==> src/rtl/somador_arbiter_if.sv <==
`timescale 1ns/1ps
// somador_arbiter_if
// Bundles the requester-side handshake and result bus of somador_arbiter.
//   req0/req1        : operation requests from requester 0 / 1
//   a0,b0 / a1,b1    : 4-bit operands, held stable while the matching req is high
//   gnt0/gnt1        : one-cycle grant pulses (operands captured)
//   busy             : arbiter is computing or holding a result
//   done, done_id    : one-cycle result-valid pulse and the requester it served
//   cout,sum         : 5-bit sum split as carry + low nibble
//   tens,units       : decimal digits of the 5-bit sum, for the 7-segment decoders
// Modports: slave = the arbiter, master = the requester/display side.
interface somador_arbiter_if;
  logic       req0;
  logic       req1;
  logic [3:0] a0;
  logic [3:0] b0;
  logic [3:0] a1;
  logic [3:0] b1;
  logic       gnt0;
  logic       gnt1;
  logic       busy;
  logic       done;
  logic       done_id;
  logic       cout;
  logic [3:0] sum;
  logic [3:0] tens;
  logic [3:0] units;

  modport slave (
    input  req0, req1, a0, b0, a1, b1,
    output gnt0, gnt1, busy, done, done_id, cout, sum, tens, units
  );

  modport master (
    output req0, req1, a0, b0, a1, b1,
    input  gnt0, gnt1, busy, done, done_id, cout, sum, tens, units
  );
endinterface

==> src/rtl/somador_arbiter.sv <==
`timescale 1ns/1ps
// somador_arbiter
// Round-robin arbiter sharing one 4-bit adder (with decimal digit split)
// between two requesters. A request seen in IDLE is granted, the operands are
// added on the following edge, and the result is then shown for SHOW_CYCLES
// cycles before the next request can be served.
// Parameters:
//   SHOW_CYCLES : cycles spent in HOLD after each result (1 .. 65535)
//   RR_INIT     : requester that wins the first tie after reset (0 or 1)
// Ports:
//   clk : rising-edge clock
//   rst : synchronous active-high reset
//   bus : somador_arbiter_if.slave (requests, operands, grants, results)
module somador_arbiter #(
  parameter int SHOW_CYCLES = 4,
  parameter int RR_INIT     = 0
) (
  input logic              clk,
  input logic              rst,
  somador_arbiter_if.slave bus
);

  localparam logic [1:0]  ST_IDLE = 2'd0;
  localparam logic [1:0]  ST_ADD  = 2'd1;
  localparam logic [1:0]  ST_HOLD = 2'd2;

  localparam logic [15:0] DWELL_LOAD = 16'(SHOW_CYCLES - 1);
  // The pointer remembers who was served last, so starting it at the other
  // requester makes RR_INIT the winner of the first tie.
  localparam logic        PTR_RESET  = (RR_INIT == 0) ? 1'b1 : 1'b0;

  logic [1:0]  state;
  logic [15:0] dwell_cnt;
  logic        last_served;

  logic [3:0]  op_a;
  logic [3:0]  op_b;
  logic        op_id;

  logic        gnt0_q;
  logic        gnt1_q;
  logic        done_q;
  logic        done_id_q;
  logic        cout_q;
  logic [3:0]  sum_q;
  logic [3:0]  tens_q;
  logic [3:0]  units_q;

  logic        any_req;
  logic        winner;
  logic [4:0]  add_result;
  logic [3:0]  tens_next;
  logic [3:0]  units_next;

  assign any_req = bus.req0 | bus.req1;

  // On a tie the requester not served last wins; otherwise the lone requester.
  always_comb begin
    winner = 1'b0;
    if (bus.req0 && bus.req1) begin
      winner = ~last_served;
    end else if (bus.req1) begin
      winner = 1'b1;
    end
  end

  assign add_result = {1'b0, op_a} + {1'b0, op_b};

  // The sum never exceeds 30, so the decimal split is a short compare chain
  // rather than a divider.
  always_comb begin
    tens_next  = 4'd0;
    units_next = 4'(add_result);
    if (add_result >= 5'd30) begin
      tens_next  = 4'd3;
      units_next = 4'(add_result - 5'd30);
    end else if (add_result >= 5'd20) begin
      tens_next  = 4'd2;
      units_next = 4'(add_result - 5'd20);
    end else if (add_result >= 5'd10) begin
      tens_next  = 4'd1;
      units_next = 4'(add_result - 5'd10);
    end
  end

  // Sequencer: grant in IDLE, compute in ADD, dwell in HOLD. Grant and done
  // default low every cycle so they are single-cycle registered pulses.
  always_ff @(posedge clk) begin
    if (rst) begin
      state       <= ST_IDLE;
      dwell_cnt   <= 16'd0;
      last_served <= PTR_RESET;
      op_a        <= 4'd0;
      op_b        <= 4'd0;
      op_id       <= 1'b0;
      gnt0_q      <= 1'b0;
      gnt1_q      <= 1'b0;
      done_q      <= 1'b0;
      done_id_q   <= 1'b0;
      cout_q      <= 1'b0;
      sum_q       <= 4'd0;
      tens_q      <= 4'd0;
      units_q     <= 4'd0;
    end else begin
      gnt0_q <= 1'b0;
      gnt1_q <= 1'b0;
      done_q <= 1'b0;
      case (state)
        ST_IDLE: begin
          if (any_req) begin
            op_a        <= winner ? bus.a1 : bus.a0;
            op_b        <= winner ? bus.b1 : bus.b0;
            op_id       <= winner;
            last_served <= winner;
            gnt0_q      <= ~winner;
            gnt1_q      <= winner;
            state       <= ST_ADD;
          end
        end
        ST_ADD: begin
          cout_q    <= add_result[4];
          sum_q     <= add_result[3:0];
          tens_q    <= tens_next;
          units_q   <= units_next;
          done_id_q <= op_id;
          done_q    <= 1'b1;
          dwell_cnt <= DWELL_LOAD;
          state     <= ST_HOLD;
        end
        ST_HOLD: begin
          if (dwell_cnt == 16'd0) begin
            state <= ST_IDLE;
          end else begin
            dwell_cnt <= dwell_cnt - 16'd1;
          end
        end
        default: begin
          state <= ST_IDLE;
        end
      endcase
    end
  end

  assign bus.gnt0    = gnt0_q;
  assign bus.gnt1    = gnt1_q;
  assign bus.busy    = (state == ST_ADD) || (state == ST_HOLD);
  assign bus.done    = done_q;
  assign bus.done_id = done_id_q;
  assign bus.cout    = cout_q;
  assign bus.sum     = sum_q;
  assign bus.tens    = tens_q;
  assign bus.units   = units_q;

endmodule

==> src/flat_wrapper.sv <==
// flat-port wrapper written by rule: the top's interface ports become plain ports
module somador_arbiter_flat 
#(
  parameter int SHOW_CYCLES = 4,
  parameter int RR_INIT     = 0
)
  (clk, rst, bus_req0, bus_req1, bus_a0, bus_b0, bus_a1, bus_b1, bus_gnt0, bus_gnt1, bus_busy, bus_done, bus_done_id, bus_cout, bus_sum, bus_tens, bus_units);
  somador_arbiter_if bus_i ();
  input logic clk;
  input logic rst;
  input wire logic [$bits(bus_i.req0)-1:0] bus_req0;
  input wire logic [$bits(bus_i.req1)-1:0] bus_req1;
  input wire logic [$bits(bus_i.a0)-1:0] bus_a0;
  input wire logic [$bits(bus_i.b0)-1:0] bus_b0;
  input wire logic [$bits(bus_i.a1)-1:0] bus_a1;
  input wire logic [$bits(bus_i.b1)-1:0] bus_b1;
  output wire logic [$bits(bus_i.gnt0)-1:0] bus_gnt0;
  output wire logic [$bits(bus_i.gnt1)-1:0] bus_gnt1;
  output wire logic [$bits(bus_i.busy)-1:0] bus_busy;
  output wire logic [$bits(bus_i.done)-1:0] bus_done;
  output wire logic [$bits(bus_i.done_id)-1:0] bus_done_id;
  output wire logic [$bits(bus_i.cout)-1:0] bus_cout;
  output wire logic [$bits(bus_i.sum)-1:0] bus_sum;
  output wire logic [$bits(bus_i.tens)-1:0] bus_tens;
  output wire logic [$bits(bus_i.units)-1:0] bus_units;
  assign bus_i.req0 = bus_req0;
  assign bus_i.req1 = bus_req1;
  assign bus_i.a0 = bus_a0;
  assign bus_i.b0 = bus_b0;
  assign bus_i.a1 = bus_a1;
  assign bus_i.b1 = bus_b1;
  assign bus_gnt0 = bus_i.gnt0;
  assign bus_gnt1 = bus_i.gnt1;
  assign bus_busy = bus_i.busy;
  assign bus_done = bus_i.done;
  assign bus_done_id = bus_i.done_id;
  assign bus_cout = bus_i.cout;
  assign bus_sum = bus_i.sum;
  assign bus_tens = bus_i.tens;
  assign bus_units = bus_i.units;
  somador_arbiter #(.SHOW_CYCLES(SHOW_CYCLES), .RR_INIT(RR_INIT)) u_core (.clk(clk), .rst(rst), .bus(bus_i));
endmodule
==> config.mk <==
export PLATFORM = sky130hd
export DESIGN_NAME = somador_arbiter_flat
export DESIGN_NICKNAME = d
export VERILOG_FILES = /design/src/rtl/somador_arbiter_if.sv /design/src/rtl/somador_arbiter.sv /design/src/flat_wrapper.sv
export SDC_FILE = /design/constraint.sdc
export NUM_CORES = 1
export LEC_CHECK = 0
export ABC_AREA = 1
export CORE_UTILIZATION = 40
export CTS_CLUSTER_DIAMETER = 120
export DETAILED_ROUTE_END_ITERATION = 10
export PLACE_DENSITY = 0.62
export RECOVER_POWER = 100
export SKIP_CTS_REPAIR_TIMING = 1
export SKIP_LAST_GASP = 1
export SYNTH_ARGS = -nofsm -noshare
export SYNTH_HDL_FRONTEND = slang
export SYNTH_SLANG_ARGS = --single-unit
==> constraint.sdc <==
create_clock -name clk -period 4.1 [get_ports clk]
set_input_delay 1.23 -clock clk [delete_from_list [all_inputs] [get_ports clk]]
set_output_delay 1.23 -clock clk [all_outputs]
set_load 0.05 [all_outputs]
Yosys cells after proc, flatten, opt, wreduce, memory -nomap -nowiden
Index checks and enable logic that the tools add are counted. W data, S select, Z words.

Multiplexer cells: 16. Magnitude comparators: 3. Reductions and logical operators: 9. Equal/unequal tests: 5. Bitwise gates (word level): 5. Add/sub/neg operators: 5.

Operators by type and width (number): $pmux W16 S2 (1); $mux W4 (7); $logic_not A16 Y1 (1); $mux W16 (1); $sub A16 B1 Y16 const B (1); $ge A5 B5 Y1 const B (2); $sub A4 B4 Y4 const B (2); $pmux W2 S3 (1); $reduce_and A2 Y1 (3); $add A4 B4 Y5 (1); $ge A5 B4 Y1 const B (1); $mux W1 (4); $mux W2 (2); $ne A2 B1 Y1 const B (2); $not A1 Y1 (4); $sub A4 B3 Y4 const B (1); $reduce_or A3 Y1 (1); $eq A2 B1 Y1 const B (1); $eq A2 B2 Y1 const B (1); $logic_not A2 Y1 (1); $ne A2 B2 Y1 const B (1); $reduce_bool A2 Y1 (1); $logic_and A1 B1 Y1 (1); $logic_or A1 B1 Y1 (1); $or A1 B1 Y1 (1).

Input bits: 20. Output and inout port bits: 18. Word-level logic and storage cells: 57. Flip-flop bits (word level): 45.

Depth between registers and ports, before layout
Gate-level depths: netlist of run 1.

Depth after elaboration: 5. Depth in mapped cells: 16. Gate-level depth less buffers: 15.

Least setup slack after synthesis of run 1
OpenSTA, ideal clock, no wires.

Kind: input to register. Start point: in bus_req1. End point: reg u_core.op_b[3]. Data arrival time: 2.096 ns. Library setup time: 0.125 ns. Stages on the path: 5. Data required time: 3.975 ns. Setup slack: 1.879 ns. Cells stage by stage: o21ai_0 inv_1 buf_2 o21ai_0 a31oi_1.

Cells in the longest elaborated chain, start to end: 3. Elaborated cells between the ends (all ways): 6. Those cells by class: mux (3); bitwise (1); reduce/logical (2).

Ends and longest elaborated chain: start, declared (line flat_wrapper.sv:12) `input wire logic [$bits(bus_i.req1)-1:0] bus_req1;`; $mux W1 or $logic_and A1 B1 Y1 (tied branches) (line somador_arbiter.sv:62, somador_arbiter.sv:60); $mux W1 (line somador_arbiter.sv:60) `if (bus.req0 && bus.req1) begin`; $mux W4 (line somador_arbiter.sv:112) `op_b <= winner ? bus.b1 : bus.b0;`; end signal, assigned (line somador_arbiter.sv:112); end, declared (line somador_arbiter.sv:37) `logic [3:0] op_b;`.

Several ways; a longest one is shown, not always the timed one. A chain may end at the register's enable or synchronous reset.

==> impl_metrics.json, run 1 <==
{
  "path_max_fanout": 22,
  "grt_pass1_wl_um": 9163,
  "rsz0062_at_grt": "false",
  "dieHeight_um": 79.50,
  "area_growth_syn_to_layout_pct": 18.65,
  "synthMuxAreaShare_pct": 0,
  "crit_path_start_kind": "input pin",
  "synth-main-ff-cell": "dfxtp_1",
  "fin_skew_ps": 3.284,
  "initial_core_util_pct": 42.58,
  "period_share_pct": 80.83,
  "postSynth.asyncResetShare_pct": 0,
  "insertedDiodeCount": 0,
  "path_cells": "clkdlybuf4s50_1 > clkbuf_1 > inv_1 > o21ai_0 > a31oi_1",
  "drtIter0Drc": 59,
  "final-max-slew-violation-count": 0,
  "drv_cap": 0,
  "dp_hpwl_um": 3773,
  "cts_made_buffers": 5,
  "grt_antenna_before_repair": 0,
  "viasPerCell": 4.942,
  "first_global_vias": 2188,
  "clk_pin_slew_worst_paths_ps": 80,
  "final_nets": 410,
  "drive_gt1_share_pct": 5.291,
  "synth_top_family_by_area": "simple AND/OR/NAND/NOR gates",
  "cts_tree": "yes",
  "timing.final.crit_period_ps": 3314,
  "drc_errors": 0,
  "total_power_mw": 2.345,
  "powerDensity_nw_per_um2": 822.8,
  "synth_cell_types": 32,
  "worst_pin_slew_ps": 1163,
  "wl_um": 5175,
  "synth-simple-area-share_pct": 30.57,
  "gp_congestion": 0.8404,
  "core-area_sq_um": 5642,
  "port_buffers": 35,
  "min_path_type": "reg2reg",
  "grtUsageTotal_pct": 18.11,
  "cp_slowest_cell": "clkbuf_1",
  "dieWidth_um": 79.50,
  "ios": 38,
  "ys_seq_elements": 42,
  "synth-compound-area-share_pct": 15.36,
  "status": "complete, no violations",
  "crit_required_ps": 4260,
  "slew_headroom_pct": 22.44,
  "finalHoldViolations": 0,
  "path_class": "in2reg",
  "p_leak_nw": 1.331,
  "area.sequential_sq_um": 840.8,
  "final_common_cell": "nand2_1",
  "synth.cell_area_sq_um": 2402,
  "antenna_left": 0,
  "critPathCaptureType": "register",
  "synth-xor-area-share_pct": 2.188,
  "setup_slack_ps": 786.1,
  "vdd_drop_max_mv": 0.4633,
  "synth-edff-count": 0,
  "grt_max_degree": 23,
  "dpl_cell_area_sq_um": 2766,
  "die_area_sq_um": 6319,
  "cts_max_level": 2,
  "dr.pass1.iters": 4,
  "clockBufferDepth": 2,
  "layout_common_cells": "92 x nand2_1, 42 x dfxtp_1, 38 x nor2_1",
  "slowest_delay_ps": 850,
  "arrival_ps": 3470,
  "multi_input_area_sq_um": 1330,
  "cts_root_buffer": "clkbuf_8",
  "fillCellCount": 587,
  "rows": 27,
  "place_ws_ps": 1228,
  "grt_overflow_total": 0,
  "setup_tns_ps": 0,
  "vias": 2224,
  "syn_avg_cell_area_sq_um": 6.923,
  "worst_r2r_path_depth": 13,
  "ys_seq_area_share_pct": 35.00,
  "syn_inst": 347,
  "cts.sinks": 42,
  "clock_latency_ps": 290,
  "finalSetupViolations": 0,
  "synth_warnings": 0,
  "synthAdderAreaFrac_pct": 7.083,
  "fmax_mhz": 301.8,
  "routedWlPerCell_um": 11.50,
  "min_path_cells": 2,
  "design_area_sq_um": 2850
}
==> stage by stage <==
stage	hold slack, ps	util [%]	instances
floorplan	441.7	-	348
global placement	461.6	49.04	442
detailed placement	459.4	49.04	442
CTS	473.9	50.65	450
global route	490.0	50.52	450
finish	466.2	50.52	450
==> cell type report <==
type / instances / share of cell area, %
multi-input cells: 255 / 46.66
inverters: 37 / 5.048
clock buffers: 7 / 3.029
flip-flops and latches: 42 / 29.50
repair buffers: 36 / 12.42
clock inverters: 1 / 0.1756
well taps: 72 / 3.161
==> registers in the layout, indices dropped and copies added, names as in the netlist <==
name                count
u_core.bus.units        3
u_core.op_b             4
u_core.state            2
u_core.bus.done         1
u_core.bus.sum          4
u_core.dwell_cnt       16
u_core.bus.done_id      1
u_core.bus.gnt0         1
u_core.op_a             4
u_core.op_id            1
u_core.bus.tens         2
u_core.bus.gnt1         1
u_core.bus.cout         1
u_core.last_served      1
==> final timing paths <==
path / start / to / slack [ps]
max reg2reg: u_core.op_b[0] / u_core.bus.units[3] / 1630
min: u_core.bus.units[3] / u_core.bus.units[3] / 470
min reg2reg: u_core.bus.units[3] / u_core.bus.units[3] / 470
max: rst / u_core.op_b[0] / 790
==> cell usage after synthesis (6+ instances only) <==
| cell type | instances | area share, % |
|---|---|---|
| a21oi_1 | 16 | 3.3 |
| a21oi_2 | 8 | 2.9 |
| a31oi_1 | 9 | 2.3 |
| clkbuf_1 | 6 | 0.94 |
| dfxtp_1 | 42 | 35 |
| ha_1 | 12 | 6.2 |
| inv_1 | 35 | 5.5 |
| nand2_1 | 92 | 14 |
| nand3_1 | 26 | 5.4 |
| nand4_1 | 7 | 1.8 |
| nor2_1 | 38 | 5.9 |
| o21ai_0 | 19 | 4.0 |
==> routing by layer <==
layer  up-vias  GRT usage, %  wire length [um]  part of all wire, %
met5         -             0                 0                    0
met4         0         4.364                38                 0.73
met3         7         3.086               141                  2.7
met2        31         35.64              2656                   51
met1      1005         19.65              2338                   45
li1       1181             -                 -                    -
==> cells by family after synthesis <==
kind of cell,count (synthesis)
fa+ha+maj,13
compound gates,61
flops,42
simple gates,173
buf+inv,51
other cells,1
xor+xnor,6
==> where the power goes <==
| group | internal (mW) | total (mW) | switching (mW) |
|---|---|---|---|
| sequential | 0.531 | 0.606 | 0.0751 |
| combinational | 0.480 | 1.46 | 0.980 |
| clock | 0.136 | 0.279 | 0.143 |
| total | 1.15 | 2.35 | 1.20 |
==> critical path: cells and delay by family <==
kind                   cells  cell delay, ps
AOI/OAI and AO/OA          2             310
buffers and inverters      3            1940
Note: power is estimated with default switching activity, not from simulation.
==> run 2, diff against run 1 <==
--- a/config.mk
+++ b/config.mk
@@ -9,7 +9,7 @@
 export CORE_UTILIZATION = 40
 export CTS_CLUSTER_DIAMETER = 120
 export DETAILED_ROUTE_END_ITERATION = 10
-export PLACE_DENSITY = 0.62
+export PLACE_DENSITY = 0.65
 export RECOVER_POWER = 100
 export SKIP_CTS_REPAIR_TIMING = 1
 export SKIP_LAST_GASP = 1
==> constraint.sdc (replaced) <==
create_clock -name clk -period 2.8 [get_ports clk]
set_input_delay 0.84 -clock clk [delete_from_list [all_inputs] [get_ports clk]]
set_output_delay 0.84 -clock clk [all_outputs]
set_load 0.05 [all_outputs]
==> run 2 against run 1 <==
Register-to-register slack got worse by 1300 ps. Largest power group unchanged. Critical path type is now reg2out. Wire length rose by 0.91%. Global-route usage rose by 0.32 points. Cell area is 0.48% higher. Utilization up 0.24 points. Flip-flop and latch count unchanged. Setup slack worse by 630 ps. Highest routed layer unchanged. Sequential power increased by 47%.
==> impl_metrics.json, run 2 (synthesized netlist as in run 1, its figures left out) <==
{
  "period_share_pct": 94.53,
  "die_area_sq_um": 6319,
  "min_path_type": "reg2reg",
  "drtIter0Drc": 83,
  "cts_root_buffer": "clkbuf_8",
  "regMostFlops": "u_core.dwell_cnt",
  "dieHeight_um": 79.50,
  "arrival_ps": 1810,
  "globalRouteMet2Util_pct": 34.70,
  "final-max-slew-violation-count": 0,
  "powerDensity_nw_per_um2": 1208,
  "largest_reg_flops": 16,
  "fin_util_pct": 50.77,
  "viasPerCell": 4.940,
  "slew_headroom_pct": 28.75,
  "setup_slack_ps": 153.1,
  "grt_max_degree": 23,
  "port_buffers": 35,
  "path_delay_family": "buffers and inverters",
  "clock_latency_ps": 300,
  "layout_common_cells": "92 x nand2_1, 42 x dfxtp_1, 38 x nor2_1",
  "cts_tree": "yes",
  "timing.final.crit_period_ps": 2647,
  "routedWlPerCell_um": 11.55,
  "clk_pin_slew_worst_paths_ps": 90,
  "vias": 2233,
  "finalHoldViolations": 0,
  "rsz0062_at_grt": "false",
  "slowest_delay_ps": 790,
  "path_max_fanout": 3,
  "crit_path_start_kind": "register",
  "design_area_sq_um": 2864,
  "area_growth_syn_to_layout_pct": 19.22,
  "cts.sinks": 42,
  "dpl_cell_area_sq_um": 2781,
  "path_cells": "inv_1 > ha_1 > clkdlybuf4s50_1",
  "core-area_sq_um": 5642,
  "grtUsageTotal_pct": 18.43,
  "finalSetupViolations": 0,
  "cts_made_buffers": 5,
  "fmax_mhz": 377.8,
  "grt_overflow_total": 0,
  "hold_ws_ps": 465.8,
  "first_global_vias": 2215,
  "grtUsageMet1_pct": 20.43,
  "top_usage_layer": "met2",
  "met3_usage_pct": 3.086,
  "status": "complete, no violations",
  "grt_pass1_wl_um": 9266,
  "vdd_drop_max_mv": 0.7108,
  "crit_required_ps": 1960,
  "path_class": "reg2out",
  "dp_hpwl_um": 3829,
  "dp_cells": 444,
  "worst_pin_slew_ps": 1069,
  "initial_core_util_pct": 42.58,
  "antenna_left": 0,
  "grt_antenna_before_repair": 0,
  "final_common_cell": "nand2_1",
  "cts_max_level": 2,
  "crit_buf_inv": 2,
  "final_nets": 412,
  "final_cells": 452,
  "dr.pass1.iters": 4,
  "gp_congestion": 0.8565,
  "ios": 38,
  "clockBufferDepth": 2,
  "drive_gt1_share_pct": 6.053,
  "wl_um": 5222,
  "setup_tns_ps": 0,
  "fin_skew_ps": 6.863,
  "place_ws_ps": 351.4,
  "cp_slowest_cell": "clkdlybuf4s50_1",
  "insertedDiodeCount": 0,
  "drv_cap": 0,
  "drc_errors": 0,
  "p_leak_nw": 1.336,
  "rows": 27,
  "critPathCaptureType": "output pin",
  "total_power_mw": 3.461,
  "dieWidth_um": 79.50
}
## run 2: changes by cell type in the layout (fill, tap and decap cells not counted)
cell	change
clkinv_4	+1
clkbuf_8	-1
clkbuf_1	-1
buf_4	+2
clkinvlp_4	+1
## run 2: power by group
group | switching [mW] | internal, mW
registers | 0.110 | 0.777
logic | 1.45 | 0.724
clock network | 0.227 | 0.175
total | 1.78 | 1.68
## run 2: final timing paths
path,startpoint,to,slack [ps],cells after the start
setup / recovery,u_core.state[0],bus_busy,150,3
hold / removal,u_core.bus.tens[0],u_core.bus.tens[0],470,2
setup reg to reg,u_core.op_b[0],u_core.bus.units[3],360,13
hold reg to reg,u_core.bus.tens[0],u_core.bus.tens[0],470,2
## run 2: metal layers
layer	wire length [um]	share of wire (%)
met4	67	1.3
met1	2452	47
met3	116	2.2
met2	2585	50
met5	0	0
## run 2: layout make-up
type                            instances  area (sq um)
Inverter                               37         143.9
Clock buffer                            5         68.82
Timing Repair Buffer                   38         369.1
Clock inverter                          3         21.27
Sequential cell                        42         840.8
Tap cell                               72         90.09
Fill cell                             572          2778
Multi-Input combinational cell        255          1330
## run 2: worst reg2reg max path, cell delays in order (launching register included)
cell and delay, ps:
dfxtp_1 340, ha_1 180, inv_1 60, fa_1 400, nand2_1 100, and2_0 340, inv_1 140, ha_1 220
nand2_1 70, nand4_1 120, nand2_1 140, nand2_1 70, nand2_1 60, a21oi_1 50
==> run 3, diff against run 2 <==
--- a/config.mk
+++ b/config.mk
@@ -6,10 +6,10 @@
 export NUM_CORES = 1
 export LEC_CHECK = 0
 export ABC_AREA = 1
-export CORE_UTILIZATION = 40
+export CORE_UTILIZATION = 48
 export CTS_CLUSTER_DIAMETER = 120
 export DETAILED_ROUTE_END_ITERATION = 10
-export PLACE_DENSITY = 0.65
+export PLACE_DENSITY = 0.75
 export RECOVER_POWER = 100
 export SKIP_CTS_REPAIR_TIMING = 1
 export SKIP_LAST_GASP = 1
==> run 3 against run 2 <==
Cell area unchanged. Largest power group unchanged. Clock power increased by 20%. Register-to-register slack is essentially flat. Critical path type unchanged.
==> impl_metrics.json, run 3 (synthesized netlist as in run 1, its figures left out) <==
{
  "dp_hpwl_um": 3704,
  "fmax_mhz": 373.0,
  "vias": 2295,
  "finalSetupViolations": 0,
  "p_leak_nw": 1.342,
  "port_buffers": 35,
  "wl_um": 5182,
  "core-area_sq_um": 4755,
  "final_nets": 411,
  "cts_made_buffers": 5,
  "design_area_sq_um": 2864,
  "path_max_fanout": 3,
  "ios": 38,
  "startpoint": "u_core.state[0]",
  "critPathCaptureType": "output pin",
  "cts_root_buffer": "clkbuf_8",
  "layout_common_cells": "94 x nand2_1, 42 x dfxtp_1, 38 x nor2_1",
  "fillCellCount": 448,
  "setup_tns_ps": 0,
  "dieWidth_um": 72.75,
  "final-max-slew-violation-count": 0,
  "min_path_type": "reg2reg",
  "drive_gt1_share_pct": 5.277,
  "largest_reg_flops": 16,
  "multi_input_area_sq_um": 1324,
  "cts.sinks": 42,
  "drtIter0Drc": 97,
  "crit_path_start_kind": "register",
  "die_area_sq_um": 5292,
  "regMostFlops": "u_core.dwell_cnt",
  "worst_pin_slew_ps": 626.9,
  "arrival_ps": 1840,
  "finalHoldViolations": 0,
  "rows": 25,
  "gp_congestion": 0.8396,
  "path_class": "reg2out",
  "fin_skew_ps": 8.246,
  "powerDensity_nw_per_um2": 1238,
  "area.sequential_sq_um": 840.8,
  "cts_tree": "yes",
  "first_global_vias": 2167,
  "worst_r2r_path_depth": 9,
  "dpl_cell_area_sq_um": 2768,
  "period_share_pct": 95.74,
  "clockBufferDepth": 2,
  "crit_required_ps": 1960,
  "insertedDiodeCount": 0,
  "grt_max_degree": 23,
  "dp_cells": 438,
  "drv_cap": 0,
  "rsz0062_at_grt": "false",
  "viasPerCell": 5.146,
  "grt_overflow_total": 0,
  "grt_pass1_wl_um": 8976,
  "vdd_drop_max_mv": 0.9242,
  "reg2reg_from": "u_core.state[1]",
  "slew_headroom_pct": 58.11,
  "final_cells": 446,
  "area_growth_syn_to_layout_pct": 19.22,
  "timing.final.crit_period_ps": 2681,
  "dieHeight_um": 72.75,
  "total_power_mw": 3.546,
  "clock_latency_ps": 300,
  "drc_errors": 0,
  "cp-endpoint": "bus_busy",
  "clk_pin_slew_worst_paths_ps": 80,
  "grtUsageTotal_pct": 21.67,
  "status": "complete, no violations",
  "antenna_left": 0,
  "setup_slack_ps": 119.2,
  "initial_core_util_pct": 50.53,
  "worst_r2r_endpoint": "u_core.dwell_cnt[3]",
  "cts_max_level": 2,
  "dr.pass1.iters": 5,
  "grt_antenna_before_repair": 0,
  "ff2ff_setup_slack_ps": 360,
  "final_common_cell": "nand2_1",
  "routedWlPerCell_um": 11.62,
  "place_ws_ps": 390.1
}
## run 3: worst min path at each step
stage               cells after the start  slack (ps)                   to                 from
CTS                                     2         470   u_core.bus.tens[0]   u_core.bus.tens[0]
global route                            2         490   u_core.bus.tens[0]   u_core.bus.tens[0]
detailed placement                      2         460  u_core.bus.units[3]  u_core.bus.units[3]
global placement                        2         460  u_core.bus.units[3]  u_core.bus.units[3]
floorplan                               2         440   u_core.last_served   u_core.last_served
finish                                  2         470   u_core.bus.tens[0]   u_core.bus.tens[0]
## run 3: power by group
| group | internal (mW) | switching, mW |
|---|---|---|
| combinational | 0.717 | 1.46 |
| sequential | 0.777 | 0.110 |
| clock | 0.267 | 0.218 |
| total | 1.76 | 1.78 |
## run 3: final cells by class
class / count / area share [%]
Multi-Input combinational cell: 255 / 46.22
Clock inverter: 1 / 1.048
Sequential cell: 42 / 29.36
Clock buffer: 7 / 2.665
Timing Repair Buffer: 37 / 12.76
Tap cell: 67 / 2.927
Inverter: 37 / 5.024
## run 3: per-layer routing
layer / global-route usage [%] / vias up / part of all wire (%)
met5: 0 / - / 0
met4: 10.02 / 0 / 2.1
met1: 25.32 / 1041 / 45
li1: - / 1187 / -
met2: 38.42 / 54 / 49
met3: 3.867 / 13 / 3.8
## run 3: critical path: stages, from the launching register on
cell and delay (ps):
dfxtp_1 370, inv_1 80, ha_1 300, clkdlybuf4s50_1 800
## run 3: stage by stage
step / hold WS, ps / util (%)
2_1_floorplan: 441.7 / -
3_3_place_gp: 457.7 / 58.21
3_5_place_dp: 461.3 / 58.21
4_1_cts: 473.9 / 60.45
5_1_grt: 486.2 / 60.24
6_report: 467.7 / 60.24
